### src/rtl/pll_seq_pkg.sv
// Shared types and widths for the PLL lock sequencer.
package pll_seq_pkg;

  localparam int TIMER_W = 16;
  localparam int CNT_W   = 8;

  typedef enum logic [2:0] {
    RESET_PLL = 3'd0,
    WAIT_LOCK = 3'd1,
    STABILIZE = 3'd2,
    RUN       = 3'd3,
    FAIL      = 3'd4
  } state_t;

endpackage

### src/rtl/sync_bit_2ff.sv
// Two-flop synchronizer for a single level signal; resets to 0.
module sync_bit_2ff (
  input  logic clk,
  input  logic rst_n,
  input  logic d,
  output logic q
);

  logic meta;

  // NOTE: sequential state uses non-blocking assignments so meta->q is a true two-stage shift.
  always_ff @(posedge clk or negedge rst_n) begin
    if (!rst_n) begin
      meta <= 1'b0;
      q    <= 1'b0;
    end else begin
      meta <= d;
      q    <= meta;
    end
  end

endmodule

### src/rtl/pll_lock_sequencer.sv
// Sequences the PLL reset, qualifies lock, and releases the user-clock reset only after stable lock.
module pll_lock_sequencer
  import pll_seq_pkg::*;
#(
  parameter int unsigned RESET_CYCLES  = 16,
  parameter int unsigned LOCK_TIMEOUT  = 4096,
  parameter int unsigned STABLE_CYCLES = 256,
  parameter int unsigned MAX_RETRIES   = 7
) (
  input  logic             CLK,
  input  logic             RST_N,
  input  logic             PLL_LOCKED,
  output logic             PLL_RST,
  output logic             RST_N_OUT,
  output logic             FAILED,
  output logic [CNT_W-1:0] RETRY_COUNT,
  output logic [CNT_W-1:0] LOCK_LOSS_COUNT
);

  localparam logic [TIMER_W-1:0] RST_LAST     = TIMER_W'(RESET_CYCLES - 1);
  localparam logic [TIMER_W-1:0] TIMEOUT_LAST = TIMER_W'(LOCK_TIMEOUT - 1);
  localparam logic [TIMER_W-1:0] STABLE_LAST  = TIMER_W'(STABLE_CYCLES - 1);
  localparam logic [CNT_W-1:0]   RETRY_LAST   = CNT_W'(MAX_RETRIES);

  state_t             state, state_n;
  logic [TIMER_W-1:0] timer;
  logic [CNT_W-1:0]   retry_n, loss_n;
  logic               locked_s;
  logic               retry_req;

  sync_bit_2ff u_lock_sync (
    .clk   (CLK),
    .rst_n (RST_N),
    .d     (PLL_LOCKED),
    .q     (locked_s)
  );

  // NOTE: every variable gets a default before the case so no path can infer a latch.
  always_comb begin
    state_n   = state;
    retry_n   = RETRY_COUNT;
    loss_n    = LOCK_LOSS_COUNT;
    retry_req = 1'b0;

    case (state)
      RESET_PLL: if (timer == RST_LAST) state_n = WAIT_LOCK;
      WAIT_LOCK: begin
        // Lock takes priority over a timeout landing on the same cycle.
        if (locked_s)                   state_n   = STABILIZE;
        else if (timer == TIMEOUT_LAST) retry_req = 1'b1;
      end
      STABILIZE: begin
        if (!locked_s)                 retry_req = 1'b1;
        else if (timer == STABLE_LAST) state_n   = RUN;
      end
      RUN: begin
        if (!locked_s) begin
          state_n = RESET_PLL;
          retry_n = '0;
          if (LOCK_LOSS_COUNT != '1) loss_n = LOCK_LOSS_COUNT + 1'b1;
        end
      end
      FAIL:    state_n = FAIL;
      default: state_n = RESET_PLL;
    endcase

    if (retry_req) begin
      if (RETRY_COUNT == RETRY_LAST) begin
        state_n = FAIL;
      end else begin
        state_n = RESET_PLL;
        retry_n = RETRY_COUNT + 1'b1;
      end
    end
  end

  // Outputs are decoded from the next state so they change on the same edge as the state.
  always_ff @(posedge CLK or negedge RST_N) begin
    if (!RST_N) begin
      state           <= RESET_PLL;
      timer           <= '0;
      PLL_RST         <= 1'b1;
      RST_N_OUT       <= 1'b0;
      FAILED          <= 1'b0;
      RETRY_COUNT     <= '0;
      LOCK_LOSS_COUNT <= '0;
    end else begin
      state           <= state_n;
      timer           <= (state_n != state) ? '0 : timer + 1'b1;
      PLL_RST         <= (state_n == RESET_PLL) || (state_n == FAIL);
      RST_N_OUT       <= (state_n == RUN);
      FAILED          <= (state_n == FAIL);
      RETRY_COUNT     <= retry_n;
      LOCK_LOSS_COUNT <= loss_n;
    end
  end

endmodule
### config.mk
export PLATFORM = sky130hd
export DESIGN_NAME = pll_lock_sequencer
export DESIGN_NICKNAME = d
export VERILOG_FILES = /design/src/rtl/pll_seq_pkg.sv /design/src/rtl/sync_bit_2ff.sv /design/src/rtl/pll_lock_sequencer.sv
export SDC_FILE = /design/constraint.sdc
export NUM_CORES = 1
export LEC_CHECK = 0
export CORE_MARGIN = 8
export CORE_UTILIZATION = 35
export DETAILED_ROUTE_END_ITERATION = 6
export PLACE_DENSITY = 0.63
export SYNTH_ARGS = -nofsm -noshare
export SYNTH_HDL_FRONTEND = slang
export SYNTH_SLANG_ARGS = --single-unit
### constraint.sdc
create_clock -name CLK -period 3.8 [get_ports CLK]
set_input_delay 0.38 -clock CLK [delete_from_list [all_inputs] [get_ports CLK]]
set_output_delay 0.38 -clock CLK [all_outputs]
set_load 0.01 [all_outputs]
==> out/summary.md <==
- complete, no violations — status
- built — TritonCTS clock tree
- sky130_fd_sc_hd__dfrtp_1 — leading register cell type out of synthesis
- 0 — number of resized instances in the post-cts repair step
- 2310 ps — fin crit period
- 0 — final hold vios
- 0 — total DRC errors in the routed layout
- 2570 um — post-DP HPWL
- 290 ps — Clock Latency Late Sink
- 47.9% — sequential share of power
- sky130_fd_sc_hd__or4_4 — cell type of the slowest stage on the worst timing path
- 4 — DR pass1 iterations
- 508 nW/um2 — total power divided by cell area
- RETRY_COUNT[2]$_DFF_PN0_ — end of the worst register-to-register path
- 1,422 — via count of the routed design
- 186 — Net Count, Synth
- reg -> reg — type of the worst setup path
- 22 — I/O pin total
- 100% — proportion of synthesized flip-flops having asynchronous set or reset
- 209 — number of nets in the final layout
- false — RSZ-0062 raised after global routing
- 0 — total congestion overflow
- 0 — final setup violation count
- 12 — largest driver fanout on the critical path
- 30.6% — switching part of the total power
- 90.1 um — DIE WIDTH
- 41 — number of distinct library cell variants in the gate-level netlist after synthesis
- 0 — Detail Route Antenna Nets
- 0 ps — setup TNS
- 0 — Post-CTS Hold Fix Bufs
- sky130_fd_sc_hd__clkbuf_8 — Root Buffer
- 27 — number of rows created at floorplan
- 9.70% — All-Layer GR Usage
- 5 — TritonCTS buffer count
- 0 — n_diodes
- 8.33% — share of post-route cells with drive strength above 1
- 2 — CTS H-tree depth
- 8110 um2 — Die Outline Area
- 21 — Port-buffer cells
- 1490 ps — R2R Setup Slk
- 40 — number of flip-flops and latches in the synthesized netlist
- 3710 um — Final Routed Wirelength
- 866 ps — actual transition at the worst max-transition pin
- 0 — synth warn
- 10.7 um2 — average instance area after synthesis
- 30.1% — clock share of power
- 815 uW — Cell Int Power
- 13.4 um — routed length per instance
- 42.7% — Core Util, Final
- 9.78 ps — worst setup skew after layout
- 1,391 — number of global-route vias before repair
- 0 — Post-CTS Repair Setup Buffers
- 6540 um — wire length of the first global-routing pass
- 0 — Max Transition Viols Final
- 359 uW — sw power
- flop — kind of capture point of the worst setup path
- 2 — clk buf depth
- 0 — Maximum Capacitance Violations
- 60.9% — ratio of final minimum period to clock period
- flop — Critical Path Source Type
- 41 — largest net degree at the start of global routing
- or4_4 -> nor4_4 -> a22oi_2 -> or2_1 -> a311o_1 — cell breakdown of the critical path
- 40 — # clock sinks
- 42.3% — max_slew headroom
- 180 — Post-Synthesis Cells
- 570 ps — CP max stage delay
- 0.730 — routability congestion estimate
- 5.15 — mean number of vias per cell
- 35.5% — Starting Density
- 432 MHz — top achievable clock speed
- 87 — drt initial violations
- 1920 um2 — Post-Syn Area
- 0 — number of antenna violations at the first check in global routing
- 22.0% — power share of the combinational group
- 226 uV — peak supply drop
- 80 ps — clock slew at the register clock pins of the worst setup and hold paths
- 5410 um2 — CORE AREA
- 3980 ps — critical path required time
- 0 — count of flip-flops with a built-in enable after synthesis
- 0.000991 uW — leakage power of the design
- sky130_fd_sc_hd__dfrtp_1 — most area-hungry cell type in the Yosys netlist
- 50.8% — fraction of post-synthesis cell area in the top cell type by area
- 90.1 um — die boundary height
- in -> async — kind of path behind the tightest hold check
- 2500 ps — endpoint arrival time on the critical path
- sky130_fd_sc_hd__dfrtp_1, sky130_fd_sc_hd__xor2_1, sky130_fd_sc_hd__xnor2_1, sky130_fd_sc_hd__nor2_1, sky130_fd_sc_hd__nand2_1 — most area-consuming cells after synthesis
- 5 — Register-to-Register Path Depth
- 20.3% — Layout area overhead
- 52.2% — sequential-to-total area share from yosys stat
- timer[12]$_DFF_PN0_ — reg-to-reg startpoint
[area by class of cell]
class,instances,area [um2]
fill,536,3100
sequential,40,1000
multi-input combinational,133,886
timing repair buffer,22,213
tap,72,90.1
clock buffer,5,68.8
clock inverter,3,46.3
inverter,1,3.75
[cells in the mapped netlist, types with 3 or more instances]
cell type / instances
sky130_fd_sc_hd__nor2b_1: 4
sky130_fd_sc_hd__and3_1: 4
sky130_fd_sc_hd__nand3_1: 7
sky130_fd_sc_hd__clkbuf_1: 4
sky130_fd_sc_hd__nor2_1: 20
sky130_fd_sc_hd__nor3b_1: 6
sky130_fd_sc_hd__o31ai_1: 3
sky130_fd_sc_hd__nand2_1: 15
sky130_fd_sc_hd__nor3_1: 8
sky130_fd_sc_hd__ha_1: 3
sky130_fd_sc_hd__nand4_1: 6
sky130_fd_sc_hd__xor2_1: 11
sky130_fd_sc_hd__and4_1: 3
sky130_fd_sc_hd__dfrtp_1: 39
sky130_fd_sc_hd__or4_1: 4
sky130_fd_sc_hd__o211ai_1: 3
sky130_fd_sc_hd__xnor2_1: 10
[layer usage]
| layer | wire [um] | GRT usage, % | share of wire (%) | vias to the layer above |
|---|---|---|---|---|
| met2 | 1690 | 14.8 | 46 | 21 |
| met1 | 1820 | 12.1 | 49 | 702 |
| met3 | 130 | 2.74 | 3.5 | 5 |
| li1 | - | - | - | 694 |
| met5 | 0 | 0 | 0 | - |
| met4 | 62 | 5.41 | 1.7 | 0 |
[registers in the layout (all words and copies together), names as in the netlist]
signal            flops
RETRY_COUNT           8
LOCK_LOSS_COUNT       8
PLL_RST               1
u_lock_sync.q         1
state                 3
FAILED                1
RST_N_OUT             1
u_lock_sync.meta      1
timer                16
[worst max-delay path, delay by kind of cell, from the launching register on]
kind | cells | cell delay, ps
simple gates | 3 | 1210
compound gates | 2 | 580
flops | 1 | 410
[through the flow]
step	worst slack, ps	total power, uW	cells	cell area, um2	hold slack [ps]
after floorplan	1750	732	180	1920	84.4
after global placement	1550	827	268	2190	337
after detailed placement	1500	833	268	2190	369
after CTS	1490	1190	276	2310	224
after global routing	1380	1250	276	2310	272
final	1490	1170	276	2310	187
[logic make-up after synthesis]
logic type                 after synthesis  synth area share, %
adders and majority gates                3                 1.96
and+or+nand+nor                         86                 25.4
xor gates and xnor gates                21                 9.58
DFF                                     40                 52.2
buffers and inverters                    7                 1.63
muxes                                    3                 1.63
AOI/OAI and AO/OA                       20                 7.56
[power by group through the flow]
stage               Sequential (uW)  Clock [uW]  Combinational (uW)
floorplan                       559           0                 174
global placement                568           0                 259
detailed placement              570           0                 263
CTS                             562         367                 265
global route                    573         385                 294
finish                          562         353                 259
[cell usage in the layout (no fill, tap or decap), types with 4 or more instances in the layout]
| cell | instances |
|---|---|
| sky130_fd_sc_hd__nand4_1 | 6 |
| sky130_fd_sc_hd__xnor2_1 | 10 |
| sky130_fd_sc_hd__nor2_1 | 20 |
| sky130_fd_sc_hd__nor3_1 | 8 |
| sky130_fd_sc_hd__dfrtp_1 | 39 |
| sky130_fd_sc_hd__or4_1 | 4 |
| sky130_fd_sc_hd__nand2_1 | 15 |
| sky130_fd_sc_hd__nand3_1 | 7 |
| sky130_fd_sc_hd__xor2_1 | 11 |
| sky130_fd_sc_hd__and3_1 | 4 |
| sky130_fd_sc_hd__nor2b_1 | 4 |
| sky130_fd_sc_hd__clkbuf_8 | 5 |
| sky130_fd_sc_hd__clkdlybuf4s50_1 | 20 |
| sky130_fd_sc_hd__nor3b_1 | 6 |
[how the worst max path moves through the flow]
stage,slack [ps],end,depth (start not counted),start
2_1_floorplan,1750,RETRY_COUNT[6]$_DFF_PN0_,6,timer[12]$_DFF_PN0_
3_5_place_dp,1500,RETRY_COUNT[2]$_DFF_PN0_,5,timer[12]$_DFF_PN0_
3_3_place_gp,1550,RETRY_COUNT[2]$_DFF_PN0_,5,timer[12]$_DFF_PN0_
4_1_cts,1490,RETRY_COUNT[2]$_DFF_PN0_,5,timer[12]$_DFF_PN0_
6_report,1490,RETRY_COUNT[2]$_DFF_PN0_,5,timer[12]$_DFF_PN0_
5_1_grt,1380,RETRY_COUNT[7]$_DFF_PN0_,5,timer[12]$_DFF_PN0_
(Power assumes the default switching activity.)
